File: src/rtl/rv32_hazard_pkg.sv
// Shared types and constants for the RV32 hazard detection slice.
// Holds the jump-flush FSM state encoding and register-index constants.
package rv32_hazard_pkg;
  localparam int REG_W = 5;
  localparam logic [REG_W-1:0] X0 = '0;

  typedef enum logic {
    IDLE    = 1'b0,
    J_FLUSH = 1'b1
  } hd_state_e;
endpackage

File: src/rtl/hazard_ex_shadow.sv
// EX-stage shadow of the destination register and load flag.
// Flags a load-use match between the ID sources and the load in EX.
module hazard_ex_shadow
  import rv32_hazard_pkg::*;
(
  input  logic             clock,
  input  logic             reset_n,
  input  logic             id_valid,
  input  logic [REG_W-1:0] id_rs1,
  input  logic [REG_W-1:0] id_rs2,
  input  logic             id_use_rs1,
  input  logic             id_use_rs2,
  input  logic [REG_W-1:0] id_rd,
  input  logic             id_is_load,
  input  logic             advance,
  output logic             lu_hit
);

  logic [REG_W-1:0] ex_rd;
  logic             ex_is_load;
  logic             rs1_hit;
  logic             rs2_hit;

  // Anything not advancing into EX becomes a bubble.
  always_ff @(posedge clock or negedge reset_n) begin
    if (!reset_n) begin
      ex_rd      <= X0;
      ex_is_load <= 1'b0;
    end else if (advance) begin
      ex_rd      <= id_rd;
      ex_is_load <= id_is_load;
    end else begin
      ex_rd      <= X0;
      ex_is_load <= 1'b0;
    end
  end

  always_comb begin
    rs1_hit = id_use_rs1 && (id_rs1 == ex_rd);
    rs2_hit = id_use_rs2 && (id_rs2 == ex_rd);
    lu_hit  = id_valid && ex_is_load && (ex_rd != X0)
              && (rs1_hit || rs2_hit);
  end

endmodule

File: src/rtl/hazard_detect_unit.sv
// Load-use and control-flow stall generation for the RV32 pipeline.
// Define HAZARD_STATS_EN to add saturating stall statistics counters.
module hazard_detect_unit
  import rv32_hazard_pkg::*;
#(
  parameter int J_PENALTY = 1,
  parameter int STAT_W    = 16
) (
  input  logic             clock,
  input  logic             reset_n,
  input  logic             id_valid,
  input  logic [REG_W-1:0] id_rs1,
  input  logic [REG_W-1:0] id_rs2,
  input  logic             id_use_rs1,
  input  logic             id_use_rs2,
  input  logic [REG_W-1:0] id_rd,
  input  logic             id_is_load,
  input  logic             id_is_jump,
  input  logic             ex_branch_taken,
  output logic             stall_lw,
  output logic             stall_j
`ifdef HAZARD_STATS_EN
  ,
  output logic [STAT_W-1:0] lw_stall_cnt,
  output logic [STAT_W-1:0] j_stall_cnt
`endif
);

  if (J_PENALTY < 1 || J_PENALTY > 7 || STAT_W < 1) begin : g_bad_param
    $error("hazard_detect_unit: illegal J_PENALTY or STAT_W");
  end

  localparam logic [2:0] RELOAD =
    3'((J_PENALTY > 1) ? (J_PENALTY - 2) : 0);

  hd_state_e  state;
  hd_state_e  state_n;
  logic [2:0] flush_cnt;
  logic [2:0] flush_cnt_n;
  logic       id_live;
  logic       lu_hit;
  logic       take_j;
  logic       advance;

  // ID is treated as a bubble while the flush is running.
  assign id_live = id_valid && (state == IDLE);
  assign advance = id_live && !stall_lw && !stall_j;

  hazard_ex_shadow u_shadow (
    .clock      (clock),
    .reset_n    (reset_n),
    .id_valid   (id_live),
    .id_rs1     (id_rs1),
    .id_rs2     (id_rs2),
    .id_use_rs1 (id_use_rs1),
    .id_use_rs2 (id_use_rs2),
    .id_rd      (id_rd),
    .id_is_load (id_is_load),
    .advance    (advance),
    .lu_hit     (lu_hit)
  );

  always_ff @(posedge clock or negedge reset_n) begin
    if (!reset_n) begin
      state     <= IDLE;
      flush_cnt <= 3'd0;
    end else begin
      state     <= state_n;
      flush_cnt <= flush_cnt_n;
    end
  end

  always_comb begin
    state_n     = state;
    flush_cnt_n = flush_cnt;
    unique case (state)
      IDLE: begin
        if (take_j && (J_PENALTY > 1)) begin
          state_n     = J_FLUSH;
          flush_cnt_n = RELOAD;
        end
      end
      J_FLUSH: begin
        if (ex_branch_taken) begin
          flush_cnt_n = RELOAD;
        end else if (flush_cnt == 3'd0) begin
          state_n = IDLE;
        end else begin
          flush_cnt_n = flush_cnt - 3'd1;
        end
      end
      default: state_n = IDLE;
    endcase
  end

  // Taken branch outranks load-use; a jump waits behind a load-use stall.
  always_comb begin
    stall_lw = reset_n && lu_hit && !ex_branch_taken;
    take_j   = ex_branch_taken
               || (id_live && id_is_jump && !stall_lw);
    stall_j  = reset_n && ((state == J_FLUSH) || take_j);
  end

`ifdef HAZARD_STATS_EN
  localparam logic [STAT_W-1:0] CNT_ONE = STAT_W'(1);

  always_ff @(posedge clock or negedge reset_n) begin
    if (!reset_n) begin
      lw_stall_cnt <= '0;
      j_stall_cnt  <= '0;
    end else begin
      if (stall_lw && (lw_stall_cnt != '1))
        lw_stall_cnt <= lw_stall_cnt + CNT_ONE;
      if (stall_j && (j_stall_cnt != '1))
        j_stall_cnt <= j_stall_cnt + CNT_ONE;
    end
  end
`endif

endmodule

File: config.mk
export PLATFORM = sky130hd
export DESIGN_NAME = hazard_detect_unit
export DESIGN_NICKNAME = d
export VERILOG_FILES = /design/src/rtl/rv32_hazard_pkg.sv /design/src/rtl/hazard_ex_shadow.sv /design/src/rtl/hazard_detect_unit.sv
export SDC_FILE = /design/constraint.sdc
export NUM_CORES = 1
export LEC_CHECK = 0
export ABC_AREA = 1
export CORE_AREA = 2 2 46 48
export CTS_CLUSTER_DIAMETER = 30
export DETAILED_ROUTE_END_ITERATION = 8
export DIE_AREA = 0 0 48 50
export GPL_ROUTABILITY_DRIVEN = 0
export PLACE_DENSITY_LB_ADDON = 0.2
export SLEW_MARGIN = 20
export SYNTH_ARGS = -nofsm -noshare
export SYNTH_HDL_FRONTEND = slang
export SYNTH_SLANG_ARGS = --single-unit
File: constraint.sdc
create_clock -name clock -period 3.73 [get_ports clock]
set_input_delay 0.746 -clock clock [delete_from_list [all_inputs] [get_ports clock]]
set_output_delay 0.746 -clock clock [all_outputs]
set_load 0.01 [all_outputs]
# Word level (Yosys, flattened, before mapping)
# Index checks and enable logic that the tools add are counted.
# word_totals
register_bits,10
output_inout_bits,2
# op_classes
add_sub_neg,1
n_eq_ne,3
n_mux,7
n_bitwise,1
n_reduce_logical,22
# op_table
operator,count
1-bit logical AND,13
5-bit == test,2
3-bit two-way mux,2
5-bit two-way mux,1
5-bit nonzero test,1
1-bit two-way mux,4
1-bit logical NOT,3
3-bit logical NOT,1
1-bit logical OR,3
3-bit by 1-bit subtractor with 3-bit output (second input constant),1
2-bit inequality test (second input constant),1
2-bit AND reduction,1
1-bit NOT,1

# Depth between registers and ports, before layout
# Gate-level depths: netlist of run 1.
# logic_depth
ltp_word,15
mapped_depth,12
mapped_depth_nobuf,12

# Cells and area by module
# From an unflattened synthesis of run 1, not the netlist that was laid out.
# hier_totals
cells_unflattened,101
area_unflattened_um2,654.4
# modules_own_cells
module,n_inst,cells_per_inst,area_each_um2
hazard_ex_shadow,1,70,409.1
hazard_detect_unit,1,31,245.2

# Worst setup path after synthesis of run 1
# Ideal clock, no wire load.
# synth_timing
path_type,input to output
start,input port id_rs2[1]
end,output port stall_j
t_arrival_ps,1338
slack_ps,1646
path_stages,11
path_cell_list,inv_1 nand2_1 nand2_1 nor2_1 nand3_1 nand2_1 nand2_1 nand2_1 nand2_1 nand2_2 inv_1
# synth_via
elab_chain_len,11
# synth_lines
element,line,rtl
from (decl),hazard_detect_unit.sv:13,"input logic [REG_W-1:0] id_rs2,"
5-bit == test,hazard_ex_shadow.sv:40,rs2_hit = id_use_rs2 && (id_rs2 == ex_rd);
1-bit logical AND,hazard_ex_shadow.sv:40,
1-bit logical OR,hazard_ex_shadow.sv:42,&& (rs1_hit || rs2_hit);
1-bit logical AND,hazard_ex_shadow.sv:42,
1-bit logical AND (2 in series),hazard_detect_unit.sv:98,stall_lw = reset_n && lu_hit && !ex_branch_taken;
1-bit logical NOT,hazard_detect_unit.sv:100,|| (id_live && id_is_jump && !stall_lw);
1-bit logical AND,hazard_detect_unit.sv:100,
1-bit logical OR,hazard_detect_unit.sv:100,
1-bit logical OR,hazard_detect_unit.sv:101,stall_j = reset_n && ((state == J_FLUSH) || take_j);
1-bit logical AND,hazard_detect_unit.sv:101,
to (decl),hazard_detect_unit.sv:21,output logic stall_j
# No other way between the ends.

# Worst setup path in the final report of run 1
# layout_timing
start,input port id_rs2[3]
end,output port stall_j
# The elaborated chain is that of the path after synthesis.

==> impl_metrics.ini, run 1 <==
[outcome]
status = complete, no violations

[global_routing]
grt_first_pass_wirelength_mm = 2.159
grt_pass1_vias = 624
grtUsageTotal_pct = 12.72
grt_max_degree = 12
grt_busiest_layer = met2
overflow = 0
use_met1_pct = 12.64
use_met3_pct = 2.564
grt_use_met2_pct = 21.11
antenna_found_initial = 0

[clock_network]
cts.clk_slew.worst_paths_ps = 70
clock_latency_ps = 270
cts_tree = done
h-tree-depth = 1
cts_buffers = 3
cts_root_buffer = clkbuf_4
cts_num_sinks = 10
postCtsHoldBufs = 0
cts_buffer_depth = 2
ctsResizeCount = 0
cts_setup_buffers = 0

[route]
route.detailed.drc = 0
viasPerCell = 4.093
drt-total-wl_mm = 1.299
vias = 663
ant_nets = 0
drtIter0Drc = 10
firstDrtPassIters = 4
wl_per_cell_um = 8.019

[floorplanning]
die-area_um2 = 2400
pin_count = 25
die_w_um = 48
initial_core_util_pct = 34.01
coreArea_um2 = 1902
fp-row-count = 16
die-height_um = 50

[critical_path]
path_cells = clkdlybuf4s50_1, inv_1, nand2_1, nand2_1, nor2_1, nand3_1, nand2_1, nand2_1, nand2_1, nand2_1, nand2_2, inv_1, clkdlybuf4s50_1
path_buf_inv = 4
reg2reg_setup_slack_ps = 2370
arrival_ps = 2350
end_kind = output port
crit_path_top_delay_cell = clkdlybuf4s50_1
path_common_cell = nand2_1
reg2reg_from = flush_cnt[0]
start_kind = input pin
rr_worst_depth = 8
worstPathMaxFanout = 2
critical_path_depth = 13
critPathTopFamily = buffers and inverters
critical-path-max-stage-delay_ps = 480
worstPathRequired_ps = 2980
r2r_end = flush_cnt[0]
critical_path_class = input pin to output port

[power]
clkPwrFrac_pct = 36.6
p_int_uw = 203.0
ir_worst_vdd_mv = 0.2261
p_seq_share_pct = 42.8
p_switching_uw = 63.80
powerDensity_nw_per_um2 = 276.6
power_frac_comb_pct = 20.6
p_sw_share_pct = 23.91
p_leak_nw = 0.5647

[synthesis]
synth-edff-count = 0
ys_ff_latch = 10
syn_area_um2 = 646.9
yosysTopAreaCellShare_pct = 38.68
async_flop_share_pct = 100.0
post-synth-top-count-cell = nand2_1
yosys_most_used_dff = dfrtp_1
yosysWarningCount = 0
syn_nets = 131
synth.area.top_cells = dfrtp_1, nand2_1, inv_1
yosys.area.top_type = dfrtp_1
yosysUniqueCellTypes = 12
avgSynthCellArea_um2 = 6.103
synthTopCellsByCount = nand2_1, inv_1, nor2_1
ys_seq_area_share_pct = 38.68
netlist_instances = 106

[sta]
hold_viol_final = 0
timing.final.crit_share_pct = 82.91
slew_headroom_pct = 88.25
hold_slack_ps = 513.3
fin_skew_ps = 4.502
tightest_slew_ps = 174.9
tns_ps = 0
drv_slew = 0
fmaxAchievable_mhz = 323.3
setup_viol = 0
grt_setup_unrepaired = no
min_period_ps = 3093

[place]
portBuffers = 24
dp_hpwl_mm = 1.086

[min_path]
min_path_type = flop to flop
min_from = flush_cnt[0]
hold_depth = 1
hold_path_end = flush_cnt[0]

[finish]
n_antenna_cell = 0
fill_cells = 194
nNetsFinal = 161
layout-drive-gt1-share_pct = 6.667
syn_to_final_growth_pct = 49.13

[job]
cap_violations = 0
[cell type report]
class	count	area (um^2)	area share, %
Multi-Input combinational cell	67	287.8	29.83
Sequential cell	10	250.2	25.94
Timing Repair Buffer	25	247.7	25.68
Inverter	29	108.9	11.28
Clock buffer	4	36.28	3.761
Tap cell	27	33.78	3.502
[layout by cell type, fill, tap and decap left out, types with 3 or more instances in the layout]
cell and instances:
clkbuf_4 3, dfrtp_1 10, clkdlybuf4s50_1 24, inv_1 27, nand3_1 3, nand2_1 36
nor2_1 19
[cells by family after synthesis]
family	Yosys count	synth area share, %
compound gates	3	2.707
fa+ha+maj	2	3.868
buf+inv	29	16.83
flops	10	38.68
simple gates	62	37.91
[sequential cells by signal, indices dropped and copies added (netlist names)]
name,flops
u_shadow.ex_is_load,1
u_shadow.ex_rd,5
flush_cnt,3
state,1
[power by group through the flow]
stage | Clock, mW | Combinational [mW] | Sequential, mW
final | 0.0976 | 0.0550 | 0.114
after global routing | 0.103 | 0.0629 | 0.115
after CTS | 0.102 | 0.0559 | 0.114
after detailed placement | 0 | 0.0554 | 0.116
after global placement | 0 | 0.0554 | 0.116
after floorplan | 0 | 0.0230 | 0.116
[layer usage]
layer	wire length, um	share of wire [%]
met5	0	0
met4	46	3.5
met3	76	5.9
met2	644	50
met1	532	41
[stage by stage]
step / area [um^2] / total power, mW / cells / setup slack, ps / util [%]
global placement: 928.4 / 0.1717 / 158 / 606.6 / 48.82
finish: 964.7 / 0.2668 / 162 / 637.3 / 50.72
floorplan: 646.9 / 0.1387 / 106 / 1646 / -
detailed placement: 928.4 / 0.1718 / 158 / 625.3 / 48.82
global route: 964.7 / 0.2802 / 162 / 472.9 / 50.72
CTS: 964.7 / 0.2722 / 162 / 619.6 / 50.72
[how the worst max path moves through the flow]
stage | start | to | slack [ps]
finish | id_rs2[3] | stall_j | 640
global route | id_rs2[1] | stall_j | 470
CTS | id_rs2[1] | stall_j | 620
detailed placement | id_rs2[3] | stall_j | 630
global placement | id_rs2[1] | stall_j | 610
floorplan | id_rs2[1] | stall_j | 1650
No activity file was read; power rests on OpenSTA's default activity.
==> inputs of run 2 (changes only) <==
- clock period: 3.73 -> 3.15 ns (I/O delays scaled with it)
==> results of run 2 <==
Same layout as run 1 (identical final DEF). Status: complete, no violations.
Among the figures that moved: setup slack after placement 625.3 ps -> 277.3 ps; setup slack after layout 637.3 ps -> 289.3 ps; register-to-register setup slack 2370 ps -> 1790 ps; total power 0.2668 mW -> 0.3160 mW; worst IR drop on VDD 0.2261 mV -> 0.2677 mV
==> inputs of run 3 (changes only) <==
- REMOVE_ABC_BUFFERS: not set -> 1
- clock period: 3.15 -> 3.2 ns (I/O delays scaled with it)
==> results of run 3 <==
Same layout as run 1 (identical final DEF). Status: complete, no violations.
Among the figures that moved: setup slack after placement 625.3 ps -> 307.3 ps; setup slack after layout 637.3 ps -> 319.3 ps; register-to-register setup slack 2370 ps -> 1840 ps; total power 0.2668 mW -> 0.3110 mW; worst IR drop on VDD 0.2261 mV -> 0.2635 mV
